**src/rtl/magnetron_cmd_pkg.sv**
```systemverilog
// ----------------------------------------------------------------------------
// magnetron_cmd_pkg
//   Shared types and defaults for the magnetron command conditioner.
//   - state_t       : cook-cycle FSM encoding (IDLE / SETTING / RUNNING)
//   - DB_CYCLES_DEF : default debounce length in clk samples
//   - PULSE_LEN_DEF : default width of the latch set pulse in clk cycles
// ----------------------------------------------------------------------------
package magnetron_cmd_pkg;

    typedef enum logic [1:0] {
        IDLE    = 2'b00,
        SETTING = 2'b01,
        RUNNING = 2'b10
    } state_t;

    localparam int DB_CYCLES_DEF = 4;
    localparam int PULSE_LEN_DEF = 2;

endpackage

```
**src/rtl/magnetron_cmd_conditioner_debounce_sync.sv**
```systemverilog
// ----------------------------------------------------------------------------
// debounce_sync
//   Two-flop synchroniser followed by a counting debouncer for one raw,
//   asynchronous panel input.
//   Ports:
//     clk   in  system clock, rising edge
//     rst   in  asynchronous active-high reset
//     raw   in  raw asynchronous input
//     level out debounced, synchronous level (0 after reset)
//   A new level is accepted only after DB_CYCLES consecutive synchronised
//   samples that differ from the current level; any equal sample restarts
//   the count, so glitches shorter than DB_CYCLES samples are ignored.
// ----------------------------------------------------------------------------
module debounce_sync #(
    parameter int DB_CYCLES = 4
) (
    input  logic clk,
    input  logic rst,
    input  logic raw,
    output logic level
);

    localparam int CW = $clog2(DB_CYCLES);

    logic          meta;
    logic          sync;
    logic [CW-1:0] cnt;

    // Synchroniser chain plus the differing-sample counter that gates level.
    always_ff @(posedge clk or posedge rst) begin
        if (rst) begin
            meta  <= 1'b0;
            sync  <= 1'b0;
            level <= 1'b0;
            cnt   <= '0;
        end else begin
            meta <= raw;
            sync <= meta;
            if (sync == level) begin
                cnt <= '0;
            end else if (cnt == CW'(DB_CYCLES - 1)) begin
                // This is the DB_CYCLES-th differing sample in a row.
                level <= sync;
                cnt   <= '0;
            end else begin
                cnt <= cnt + 1'b1;
            end
        end
    end

endmodule

```
**src/rtl/magnetron_cmd_conditioner.sv**
```systemverilog
// ----------------------------------------------------------------------------
// magnetron_cmd_conditioner
//   Front end for the oven's on/off SR latch. Conditions the raw panel keys
//   and door switch, qualifies start presses, and drives the latch's
//   active-low set/reset inputs so that reset always wins.
//   Ports:
//     clk            in  system clock, rising edge
//     rst            in  asynchronous active-high reset
//     start_btn      in  raw start key, 1 = pressed
//     stop_btn       in  raw stop/cancel key, 1 = pressed
//     door_closed    in  raw door switch, 1 = closed
//     timer_done     in  countdown expired, synchronous level
//     set_n          out latch S drive, active low
//     reset_n        out latch R drive, active low
//     running        out 1 while a cook cycle is accepted
//     start_rejected out one-cycle pulse when a start press is refused
// ----------------------------------------------------------------------------
module magnetron_cmd_conditioner
    import magnetron_cmd_pkg::*;
#(
    parameter int DB_CYCLES = DB_CYCLES_DEF,
    parameter int PULSE_LEN = PULSE_LEN_DEF
) (
    input  logic clk,
    input  logic rst,
    input  logic start_btn,
    input  logic stop_btn,
    input  logic door_closed,
    input  logic timer_done,
    output logic set_n,
    output logic reset_n,
    output logic running,
    output logic start_rejected
);

    localparam int PW = (PULSE_LEN > 1) ? $clog2(PULSE_LEN) : 1;

    logic          start_db;
    logic          stop_db;
    logic          door_db;
    logic          start_prev;
    logic          start_event;
    logic          rc;
    logic [PW-1:0] pulse_cnt;
    state_t        state;

    debounce_sync #(.DB_CYCLES(DB_CYCLES)) u_start_db (
        .clk   (clk),
        .rst   (rst),
        .raw   (start_btn),
        .level (start_db)
    );

    debounce_sync #(.DB_CYCLES(DB_CYCLES)) u_stop_db (
        .clk   (clk),
        .rst   (rst),
        .raw   (stop_btn),
        .level (stop_db)
    );

    // Door debounces to 0 after reset, so the oven starts out treating the
    // door as open until a closed level has been seen long enough.
    debounce_sync #(.DB_CYCLES(DB_CYCLES)) u_door_db (
        .clk   (clk),
        .rst   (rst),
        .raw   (door_closed),
        .level (door_db)
    );

    // Anything that must switch the magnetron off; timer_done is already
    // synchronous and is used raw so expiry acts on the very next edge.
    assign rc          = stop_db | ~door_db | timer_done;
    assign start_event = start_db & ~start_prev;

    // Cook-cycle FSM. reset_n is refreshed from rc in every state, and every
    // branch that sees rc=1 also releases set_n on the same edge, which is
    // what keeps set_n and reset_n from ever being low together.
    always_ff @(posedge clk or posedge rst) begin
        if (rst) begin
            state          <= IDLE;
            set_n          <= 1'b1;
            reset_n        <= 1'b0;
            running        <= 1'b0;
            start_rejected <= 1'b0;
            start_prev     <= 1'b0;
            pulse_cnt      <= '0;
        end else begin
            start_prev     <= start_db;
            reset_n        <= ~rc;
            start_rejected <= 1'b0;
            case (state)
                IDLE: begin
                    set_n <= 1'b1;
                    if (start_event) begin
                        if (rc) begin
                            start_rejected <= 1'b1;
                        end else begin
                            state     <= SETTING;
                            running   <= 1'b1;
                            set_n     <= 1'b0;
                            pulse_cnt <= PW'(PULSE_LEN - 1);
                        end
                    end
                end
                SETTING: begin
                    if (rc) begin
                        state   <= IDLE;
                        running <= 1'b0;
                        set_n   <= 1'b1;
                    end else if (pulse_cnt == '0) begin
                        state <= RUNNING;
                        set_n <= 1'b1;
                    end else begin
                        pulse_cnt <= pulse_cnt - 1'b1;
                    end
                end
                RUNNING: begin
                    // Further start presses are deliberately ignored here.
                    set_n <= 1'b1;
                    if (rc) begin
                        state   <= IDLE;
                        running <= 1'b0;
                    end
                end
                default: begin
                    state   <= IDLE;
                    running <= 1'b0;
                    set_n   <= 1'b1;
                end
            endcase
        end
    end

endmodule
```
**config.mk**
```make
export PLATFORM = sky130hd
export DESIGN_NAME = magnetron_cmd_conditioner
export DESIGN_NICKNAME = d
export VERILOG_FILES = /design/src/rtl/magnetron_cmd_pkg.sv /design/src/rtl/magnetron_cmd_conditioner_debounce_sync.sv /design/src/rtl/magnetron_cmd_conditioner.sv
export SDC_FILE = /design/constraint.sdc
export NUM_CORES = 1
export LEC_CHECK = 0
export ABC_AREA = 1
export ABC_CLOCK_PERIOD_IN_PS = 1900
export BUFFER_PORTS_ARGS = -buffer_cell sky130_fd_sc_hd__buf_2
export CORE_MARGIN = 4
export CORE_UTILIZATION = 55
export CTS_CLUSTER_SIZE = 25
export DETAILED_ROUTE_END_ITERATION = 6
export PLACE_DENSITY_LB_ADDON = 0.12
export SLEW_MARGIN = 20
export SYNTH_ARGS = -nofsm -noshare
export SYNTH_HDL_FRONTEND = slang
export SYNTH_HIERARCHICAL = 1
export SYNTH_SLANG_ARGS = --single-unit
```
**constraint.sdc**
```tcl
create_clock -name clk -period 1.9 [get_ports clk]
set_clock_uncertainty 0.2 [all_clocks]
set_input_delay 0.19 -clock clk [delete_from_list [all_inputs] [get_ports clk]]
set_output_delay 0.19 -clock clk [all_outputs]
set_load 0.01 [all_outputs]
```
## Yosys cells after proc, flatten, opt, wreduce, memory -nomap -nowiden

Cells that the tools add are included.

| word-level totals | value |
|---|---|
| output and inout bits | 4 |
| register bits | 23 |
| bits of input ports | 6 |

| cells by class | value |
|---|---|
| bitwise operators | 9 |
| muxes and demuxes | 26 |
| add/subtract/negate cells | 4 |
| equality and inequality tests | 14 |
| reduce and logical (&&, ||, !) cells | 9 |

Operators with widths:

| kind | number |
|---|---|
| two-way mux 2 bit | 11 |
| two-way mux 1 bit | 11 |
| equality test 2 bit, second input constant | 4 |
| inequality test 2 bit, second input constant | 4 |
| AND reduction 4 bit | 2 |
| adder 2 x 1 -> 2 bit, second input constant | 3 |
| inverter 1 bit | 6 |
| one-hot mux 1 bit (2 select lines) | 3 |
| one-hot mux 2 bit (3 select lines) | 1 |
| AND reduction 2 bit | 3 |
| equality test 1 bit | 3 |
| inequality test 3 bit, second input constant | 1 |
| AND reduction 3 bit | 1 |
| equality test 2 x 1 -> 1 bit, second input constant | 1 |
| logical NOT 2 bit | 1 |
| inequality test 2 x 1 -> 1 bit, second input constant | 1 |
| OR 1 bit | 2 |
| nonzero test 2 bit | 1 |
| OR reduction 2 bit | 1 |
| AND 1 bit | 1 |
| subtractor 1 bit, second input constant | 1 |

## Longest topological paths before layout

Gate-level depths: netlist (run 1).

| logic depth | value |
|---|---|
| depth after elaboration | 6 |
| mapped depth | 8 |
| mapped depth without buffers | 8 |

## Cells and area by module

The synthesis (run 1) kept the hierarchy.

By module, submodules not included:

| module | sequential area each (um^2) | instances | area an instance (um^2) | cells an instance |
|---|---|---|---|---|
| debounce_sync | 125.1 | 3 | 186.4 | 18 |
| magnetron_cmd_conditioner | 201.4 | 1 | 425.4 | 50 |

## Worst setup path after synthesis (run 1)

No wires, ideal clock.

| timing path | value |
|---|---|
| path type | reg-to-reg |
| from | register state[0] |
| to | register state[0] |
| required time | 1583 ps |
| library setup time | 117 ps |
| slack | 549 ps |
| data arrival time | 1034 ps |
| cell stages (with the launch flop) | 9 |
| clock period less this slack | 1351 ps |
| cells stage by stage | dfrtp_1 -> inv_1 -> ha_1 -> inv_1 -> nand2_1 -> nand2_1 -> nand3_2 -> nand2_1 -> nand2_1 |

| on the way | value |
|---|---|
| word-level cells in the longest chain between the ends | 3 |
| elaborated cells on any way between the ends | 9 |

RTL lines:

| item | line | source |
|---|---|---|
| start: declaration | magnetron_cmd_conditioner.sv:45 | `state_t state;` |
| start signal: assignment | magnetron_cmd_conditioner.sv:80 | `state <= IDLE;` |
| start signal: assignment | magnetron_cmd_conditioner.sv:98 | `state <= SETTING;` |
| start signal: assignment | magnetron_cmd_conditioner.sv:107 | `state <= IDLE;` |
| equality test 2 x 1 -> 1 bit (tied with other cells) | magnetron_cmd_conditioner.sv:91 | `case (state)` |
| inequality test 3 bit (no line) / inequality test 2 bit (equally long branches) | - |  |
| AND reduction 4 bit (no line) | - |  |

Several ways; a longest one is shown, not always the timed one.
A chain may end at the register's enable or synchronous reset.

## Worst setup path after layout (run 1)

| timing path | value |
|---|---|
| from | register state[0] |
| to | register state[1] |

Same word-level chain as after synthesis.

==> impl_metrics.xml, run 1 <==
<?xml version="1.0" encoding="UTF-8"?>
<metrics>
  <group name="run_status">
    <metric name="result_of_the_run" unit="">finished clean</metric>
  </group>
  <group name="route">
    <metric name="vias" unit="">674</metric>
    <metric name="route.antenna.remaining_nets" unit="">0</metric>
    <metric name="first_pass_iters" unit="">4</metric>
    <metric name="drc_errors" unit="">0</metric>
    <metric name="routed_via_density" unit="">4.585</metric>
    <metric name="avgRoutedWirePerCell" unit="microns">9.884</metric>
    <metric name="drt_iter0_markers" unit="">9</metric>
    <metric name="wirelength" unit="microns">1453</metric>
  </group>
  <group name="power_and_ir_drop">
    <metric name="power_leakage" unit="nW">0.6115</metric>
    <metric name="power.ir.vdd_worst" unit="V">0.0008162</metric>
    <metric name="total_switching_power" unit="mW">0.5074</metric>
    <metric name="combinational_power_share" unit="%">34.1</metric>
    <metric name="seq_power_share" unit="%">51.1</metric>
    <metric name="sw_frac_of_total" unit="%">35.93</metric>
    <metric name="power.internal" unit="mW">0.9047</metric>
    <metric name="total_power" unit="mW">1.412</metric>
    <metric name="share_of_total_power_in_the_clock_network" unit="%">14.7</metric>
    <metric name="power-per-cell-area" unit="nW/um^2">1242</metric>
  </group>
  <group name="clock_tree">
    <metric name="cts.reportedPaths.clkPinSlew" unit="ns">0.12</metric>
    <metric name="ctsRootBufferMaster" unit="">clkbuf_4</metric>
    <metric name="cts-root-to-sink-buffers" unit="">2</metric>
    <metric name="cts-htree-levels" unit="">1</metric>
    <metric name="clkSinkCount" unit="">23</metric>
    <metric name="clk-insertion-delay-late" unit="ns">0.30</metric>
    <metric name="tritoncts.num_buffers" unit="">3</metric>
    <metric name="tritoncts" unit="">done</metric>
    <metric name="post_cts_resized" unit="">0</metric>
  </group>
  <group name="sta">
    <metric name="rsz0062_at_grt" unit="">no</metric>
    <metric name="final.min_clock_period" unit="ns">1.474</metric>
    <metric name="worst_slew_pin_slew" unit="ns">0.3073</metric>
    <metric name="worst_slack" unit="ns">0.4259</metric>
    <metric name="highest_clock_frequency_the_design_can_meet" unit="GHz">0.6784</metric>
    <metric name="setup_violations" unit="">0</metric>
    <metric name="fin_setup_tns" unit="ns">0</metric>
    <metric name="timing_hold_violations_final" unit="">0</metric>
    <metric name="worst_slew_margin_rel" unit="%">79.49</metric>
    <metric name="drv_slew" unit="">0</metric>
    <metric name="crit_share_post_route" unit="%">77.58</metric>
  </group>
  <group name="die">
    <metric name="start_util" unit="%">57.66</metric>
    <metric name="chip_width" unit="microns">50.31</metric>
    <metric name="pin_count" unit="">10</metric>
    <metric name="core-area" unit="sq um">1708</metric>
    <metric name="floorplan.die.height" unit="microns">50.31</metric>
    <metric name="dieArea" unit="sq um">2531</metric>
    <metric name="floorplan.rows" unit="">15</metric>
  </group>
  <group name="logic_synthesis">
    <metric name="yosysSeqAreaShare" unit="%">58.58</metric>
    <metric name="syn-cell-area" unit="sq um">984.7</metric>
    <metric name="cells_taking_the_most_area_after_synthesis" unit="">dfrtp_1, nand2_1, inv_1</metric>
    <metric name="synth_top_area_cell" unit="">dfrtp_1</metric>
    <metric name="synth_most_common_cell" unit="">nand2_1</metric>
    <metric name="register_bit_count_reported_by_yosys" unit="">23</metric>
    <metric name="synth-warning-count" unit="">6</metric>
    <metric name="synthArstFlopShare" unit="%">100.0</metric>
    <metric name="synth_enable_flop_cells" unit="">0</metric>
    <metric name="synthTopCellsByCount" unit="">nand2_1, dfrtp_1, inv_1</metric>
    <metric name="syn-instance-count" unit="">104</metric>
    <metric name="postSynthNetCount" unit="">116</metric>
    <metric name="yosys_most_used_dff" unit="">dfrtp_1</metric>
    <metric name="synthDominantCellAreaShare" unit="%">55.91</metric>
    <metric name="ys_types" unit="">16</metric>
    <metric name="postSynthAreaPerCell" unit="sq um">9.468</metric>
  </group>
  <group name="setup_path">
    <metric name="path_class" unit="">reg2reg</metric>
    <metric name="critical-path-top-delay-family" unit="">flip-flops</metric>
    <metric name="largest_driver_fanout_on_the_critical_path" unit="">5</metric>
    <metric name="critical_path.cell_chain" unit="">inv_1 &gt; ha_1 &gt; inv_1 &gt; nand2_1 &gt; nand2_1 &gt; nand3_2 &gt; nand2_1 &gt; nand2_1</metric>
    <metric name="path_buf_inv" unit="">2</metric>
    <metric name="endpoint_arrival_time_on_the_critical_path" unit="ns">1.48</metric>
    <metric name="worstSetupStartpointType" unit="">flop</metric>
    <metric name="cpMaxStageDelayCell" unit="">dfrtp_1</metric>
    <metric name="cp.required" unit="ns">1.90</metric>
    <metric name="worst_setup_path_end_kind" unit="">flop</metric>
    <metric name="slowest_delay" unit="ns">0.39</metric>
    <metric name="critical_path.most_common_cell" unit="">nand2_1</metric>
  </group>
  <group name="global_routing">
    <metric name="groute.layer.met3.usage" unit="%">3.561</metric>
    <metric name="globalRouteMet2Util" unit="%">25.22</metric>
    <metric name="global_route.usage.met1" unit="%">16.67</metric>
    <metric name="top_usage_layer" unit="">met2</metric>
    <metric name="overflow" unit="">0</metric>
    <metric name="first_global_vias" unit="">680</metric>
    <metric name="largest_net_degree_at_the_start_of_global_routing" unit="">13</metric>
    <metric name="global_route_wire_length_before_repair" unit="microns">2725</metric>
    <metric name="antenna_violations_before_repair" unit="">0</metric>
    <metric name="gr-usage-all-layers" unit="%">14.31</metric>
  </group>
  <group name="place">
    <metric name="place_ws" unit="ns">0.4394</metric>
    <metric name="post-dp-hpwl" unit="microns">1182</metric>
    <metric name="portBuffers" unit="">9</metric>
    <metric name="gp_congestion" unit="">0.9063</metric>
    <metric name="placed_area" unit="sq um">1061</metric>
  </group>
  <group name="run">
    <metric name="cap_viol_max_count" unit="">0</metric>
  </group>
  <group name="finish">
    <metric name="nNetsFinal" unit="">135</metric>
    <metric name="fin_util" unit="%">66.59</metric>
    <metric name="drive_gt1_share" unit="%">13.93</metric>
    <metric name="layout.cell_area.non_filler" unit="sq um">1137</metric>
    <metric name="area_growth_syn_to_layout" unit="%">15.50</metric>
    <metric name="num_antenna_cells" unit="">0</metric>
  </group>
  <group name="min_path">
    <metric name="kind_of_path_behind_the_tightest_hold_check" unit="">in2async</metric>
  </group>
</metrics>
-- metrics by stage --
step                std cells  hold slack, ns
detailed placement        138        -0.06714
floorplan                 104         -0.2315
CTS                       147          0.1456
finish                    147          0.1456
global placement          138        -0.07416
global route              147          0.1735
-- worst reg2reg max path: stages, from the launching register on --
cell,delay [ns]
dfrtp_1,0.39
inv_1,0.08
ha_1,0.26
inv_1,0.11
nand2_1,0.06
nand2_1,0.10
nand3_2,0.08
nand2_1,0.07
nand2_1,0.04
-- final cells by class --
| type | count | area (sq um) |
|---|---|---|
| clock buffers | 4 | 26.28 |
| fillers | 137 | 570.5 |
| repair buffers | 14 | 95.09 |
| multi-input cells | 60 | 329.1 |
| flip-flops and latches | 23 | 576.8 |
| well taps | 25 | 31.28 |
| inverters | 21 | 78.83 |
-- logic make-up after synthesis --
logic type | Yosys count | synth area share, %
and+or+nand+nor | 48 | 22.49
adders and majority gates | 6 | 7.624
buffers and inverters | 21 | 8.006
DFF | 23 | 58.58
AOI/OAI and AO/OA | 6 | 3.304
-- cell usage in the layout (no fill, tap or decap), drive strengths merged --
cell type / n
dfrtp: 22
nor3: 1
o21ai: 5
nand3: 4
ha: 6
or2: 3
clkbuf: 4
inv: 21
buf: 9
dfstp: 1
nand2: 28
o211ai: 1
nand4: 3
nor2: 9
dlygate4sd3: 5
-- sequential cells by signal (all words and copies together), names as in the netlist, 2 cells and up --
register,flops
u_start_db/cnt,2
state,2
u_door_db/cnt,2
u_stop_db/cnt,2
-- worst paths after layout --
path / from / to / slack [ns] / cells past startpoint
max: state[0]$_DFFE_PP0P_ / state[1]$_DFFE_PP0P_ / 0.43 / 8
min: rst / u_door_db/cnt[1]$_DFF_PP0_ / 0.15 / 3
max reg2reg: state[0]$_DFFE_PP0P_ / state[1]$_DFFE_PP0P_ / 0.43 / 8
min reg2reg: u_stop_db/meta$_DFF_PP0_ / u_stop_db/sync$_DFF_PP0_ / 0.17 / 0
max in group asynchronous: rst / set_n$_DFFE_PP1P_ / 1.02 / 3
min in group clk: u_stop_db/meta$_DFF_PP0_ / u_stop_db/sync$_DFF_PP0_ / 0.17 / 0
-- what timing repair did --
item / in CTS / in global routing
setup buffers: 0 / 0
endpoints found under the hold margin: 27 / 0
hold buffers: 5 / 0
setup endpoints to repair: 0 / 0
-- routing by layer --
| layer | wire length (microns) | vias to the layer above | part of all wire, % |
|---|---|---|---|
| li1 | - | 351 | - |
| met1 | 643 | 314 | 44 |
| met2 | 759 | 7 | 52 |
| met3 | 36 | 2 | 2.5 |
| met4 | 12 | 0 | 0.83 |
| met5 | 0 | - | 0 |
-- power by group through the flow --
stage	Sequential, mW	Clock (mW)	Combinational (mW)
6_report	0.722	0.208	0.482
5_1_grt	0.742	0.242	0.566
4_1_cts	0.723	0.219	0.491
3_5_place_dp	0.734	0	0.480
3_3_place_gp	0.723	0	0.460
2_1_floorplan	0.725	0	0.362
Note: power is estimated with default switching activity, not from simulation.
==> run 2, diff against run 1 <==
ABC_CLOCK_PERIOD_IN_PS = 1400   (was 1900)
clock period = 1.4 ns   (was 1.9 ns; I/O delays follow)
==> run 2 against run 1 <==
Wire length is 2.5% higher; global-route usage is 1.2 points higher; via count is 0.30% higher; register-to-register slack worse by 0.42 ns; setup slack lost 0.42 ns; fmax is 5.8% higher; highest routed layer unchanged.
==> impl_metrics.xml, run 2 (synthesis gave the netlist of run 1 again) <==
<?xml version="1.0" encoding="UTF-8"?>
<metrics>
  <group name="setup_path">
    <metric name="cpMaxStageDelayCell" unit="">dfrtp_1</metric>
    <metric name="critical_path.cell_chain" unit="">buf_6 &gt; ha_4 &gt; nand4_1 &gt; nand3_2 &gt; nand2_1 &gt; nand2_1</metric>
    <metric name="cp.required" unit="ns">1.41</metric>
    <metric name="critical-path-top-delay-family" unit="">flip-flops</metric>
    <metric name="endpoint_arrival_time_on_the_critical_path" unit="ns">1.40</metric>
    <metric name="reg2reg_setup_slack" unit="ns">0.007</metric>
    <metric name="critical_path.reg2reg.endpoint" unit="">state[1]$_DFFE_PP0P_</metric>
    <metric name="worst_setup_path_end_kind" unit="">flop</metric>
    <metric name="path_buf_inv" unit="">1</metric>
    <metric name="worstSetupStartpointType" unit="">flop</metric>
    <metric name="critical_path.most_common_cell" unit="">nand2_1</metric>
    <metric name="largest_driver_fanout_on_the_critical_path" unit="">4</metric>
    <metric name="r2r.worst_path.cells" unit="">6</metric>
    <metric name="source_of_the_worst_register_to_register_timing_path" unit="">state[0]$_DFFE_PP0P_</metric>
    <metric name="slowest_delay" unit="ns">0.42</metric>
    <metric name="path_class" unit="">reg2reg</metric>
  </group>
  <group name="die">
    <metric name="chip_width" unit="microns">50.31</metric>
    <metric name="floorplan.rows" unit="">15</metric>
    <metric name="start_util" unit="%">57.66</metric>
    <metric name="core-area" unit="sq um">1708</metric>
    <metric name="pin_count" unit="">10</metric>
    <metric name="floorplan.die.height" unit="microns">50.31</metric>
    <metric name="dieArea" unit="sq um">2531</metric>
  </group>
  <group name="route">
    <metric name="first_pass_iters" unit="">4</metric>
    <metric name="routed_via_density" unit="">4.537</metric>
    <metric name="route.antenna.remaining_nets" unit="">0</metric>
    <metric name="drc_errors" unit="">0</metric>
    <metric name="avgRoutedWirePerCell" unit="microns">10.00</metric>
    <metric name="wirelength" unit="microns">1490</metric>
    <metric name="vias" unit="">676</metric>
    <metric name="drt_iter0_markers" unit="">12</metric>
  </group>
  <group name="sta">
    <metric name="setup_violations" unit="">0</metric>
    <metric name="highest_clock_frequency_the_design_can_meet" unit="GHz">0.7179</metric>
    <metric name="worst_slack" unit="ns">0.006962</metric>
    <metric name="crit_share_post_route" unit="%">99.50</metric>
    <metric name="rsz0062_at_grt" unit="">yes</metric>
    <metric name="drv_slew" unit="">0</metric>
    <metric name="worst_slew_pin_slew" unit="ns">0.3113</metric>
    <metric name="timing_hold_violations_final" unit="">0</metric>
    <metric name="final.min_clock_period" unit="ns">1.393</metric>
    <metric name="final.hold.worst_slack" unit="ns">0.08992</metric>
    <metric name="worst_slew_margin_rel" unit="%">79.23</metric>
  </group>
  <group name="clock_tree">
    <metric name="ctsRootBufferMaster" unit="">clkbuf_4</metric>
    <metric name="tritoncts" unit="">done</metric>
    <metric name="cts-root-to-sink-buffers" unit="">2</metric>
    <metric name="tritoncts.num_buffers" unit="">3</metric>
    <metric name="cts-htree-levels" unit="">1</metric>
    <metric name="clkSinkCount" unit="">23</metric>
    <metric name="clk-insertion-delay-late" unit="ns">0.30</metric>
    <metric name="cts.reportedPaths.clkPinSlew" unit="ns">0.12</metric>
  </group>
  <group name="finish">
    <metric name="fillers" unit="">134</metric>
    <metric name="layout.area.seq" unit="sq um">576.8</metric>
    <metric name="multi_input_comb_area" unit="sq um">379.1</metric>
    <metric name="layout_common_cells" unit="">nand2_1, dfrtp_1, inv_1, buf_2, nor2_1</metric>
    <metric name="area_growth_syn_to_layout" unit="%">22.49</metric>
    <metric name="final_common_cell" unit="">nand2_1</metric>
    <metric name="drive_gt1_share" unit="%">25.00</metric>
    <metric name="num_antenna_cells" unit="">0</metric>
    <metric name="nNetsFinal" unit="">137</metric>
  </group>
  <group name="place">
    <metric name="post-dp-hpwl" unit="microns">1095</metric>
    <metric name="portBuffers" unit="">9</metric>
    <metric name="place_ws" unit="ns">-0.05621</metric>
    <metric name="gp_congestion" unit="">0.8614</metric>
  </group>
  <group name="power_and_ir_drop">
    <metric name="seq_power_share" unit="%">47.3</metric>
    <metric name="total_switching_power" unit="mW">0.7649</metric>
    <metric name="power_leakage" unit="nW">0.6241</metric>
    <metric name="power.ir.vdd_worst" unit="V">0.001038</metric>
    <metric name="combinational_power_share" unit="%">38.8</metric>
    <metric name="power.internal" unit="mW">1.325</metric>
    <metric name="sw_frac_of_total" unit="%">36.59</metric>
    <metric name="share_of_total_power_in_the_clock_network" unit="%">14.0</metric>
    <metric name="power-per-cell-area" unit="nW/um^2">1733</metric>
    <metric name="total_power" unit="mW">2.090</metric>
  </group>
  <group name="global_routing">
    <metric name="global_route_wire_length_before_repair" unit="microns">2946</metric>
    <metric name="gr-usage-all-layers" unit="%">15.49</metric>
    <metric name="antenna_violations_before_repair" unit="">0</metric>
    <metric name="largest_net_degree_at_the_start_of_global_routing" unit="">13</metric>
    <metric name="overflow" unit="">0</metric>
    <metric name="first_global_vias" unit="">743</metric>
  </group>
  <group name="run_status">
    <metric name="result_of_the_run" unit="">finished clean</metric>
  </group>
  <group name="run">
    <metric name="cap_viol_max_count" unit="">0</metric>
  </group>
  <group name="min_path">
    <metric name="kind_of_path_behind_the_tightest_hold_check" unit="">in2async</metric>
  </group>
</metrics>
==> run 2: changes by cell type in the layout (fill, tap and decap cells not counted), sizes merged <==
cell,change
buf,+2
==> run 2: layout make-up <==
class | count | share of cell area, %
clock buffers | 4 | 2.178
well taps | 25 | 2.593
multi-input cells | 60 | 31.43
repair buffers | 16 | 9.440
inverters | 21 | 6.535
flip-flops and latches | 23 | 47.82
==> run 2: worst min-delay path: cells and delay by family <==
family                 cells  cell delay (ns)
buffers and inverters      3             0.82
==> run 2: per-layer routing <==
metal	wire, microns	GRT usage [%]	vias up
li1	-	-	354
met1	692	19.10	309
met2	727	25.22	11
met3	57	4.154	2
met4	13	7.175	0
met5	0	0	-
==> run 2: power by group through the flow <==
stage | Sequential [mW] | Combinational (mW) | Clock, mW
4_1_cts | 0.980 | 0.775 | 0.302
5_1_grt | 1.02 | 0.940 | 0.337
3_3_place_gp | 0.983 | 0.648 | 0
3_5_place_dp | 0.995 | 0.668 | 0
2_1_floorplan | 0.984 | 0.491 | 0
6_report | 0.988 | 0.810 | 0.292
==> run 2: per-stage QoR <==
step | setup TNS, ns | util [%] | std cells | instance area [sq um]
2_1_floorplan | 0 | - | 104 | 984.7
3_3_place_gp | -0.08632 | 62.56 | 139 | 1069
3_5_place_dp | -0.1062 | 62.56 | 139 | 1069
4_1_cts | 0 | 69.08 | 149 | 1180
5_1_grt | -0.09477 | 70.62 | 149 | 1206
6_report | 0 | 70.62 | 149 | 1206
==> run 2: worst max-delay path by stage <==
stage,end,depth (start not counted),slack [ns],startpoint
after floorplan,state[0]$_DFFE_PP0P_,8,0.05,state[0]$_DFFE_PP0P_
after global placement,state[1]$_DFFE_PP0P_,8,-0.05,state[0]$_DFFE_PP0P_
after detailed placement,state[1]$_DFFE_PP0P_,8,-0.06,state[0]$_DFFE_PP0P_
after CTS,state[1]$_DFFE_PP0P_,8,0.004,state[0]$_DFFE_PP0P_
after global routing,state[1]$_DFFE_PP0P_,6,-0.05,state[1]$_DFFE_PP0P_
final,state[1]$_DFFE_PP0P_,6,0.007,state[0]$_DFFE_PP0P_
==> run 2: timing repair <==
action	in CTS	in global routing
hold buffers	5	0
pin swaps	4	5
endpoints found under the setup margin	5	5
buffers inserted	1	0
hold endpoints to repair	30	0
resized for setup	6	10
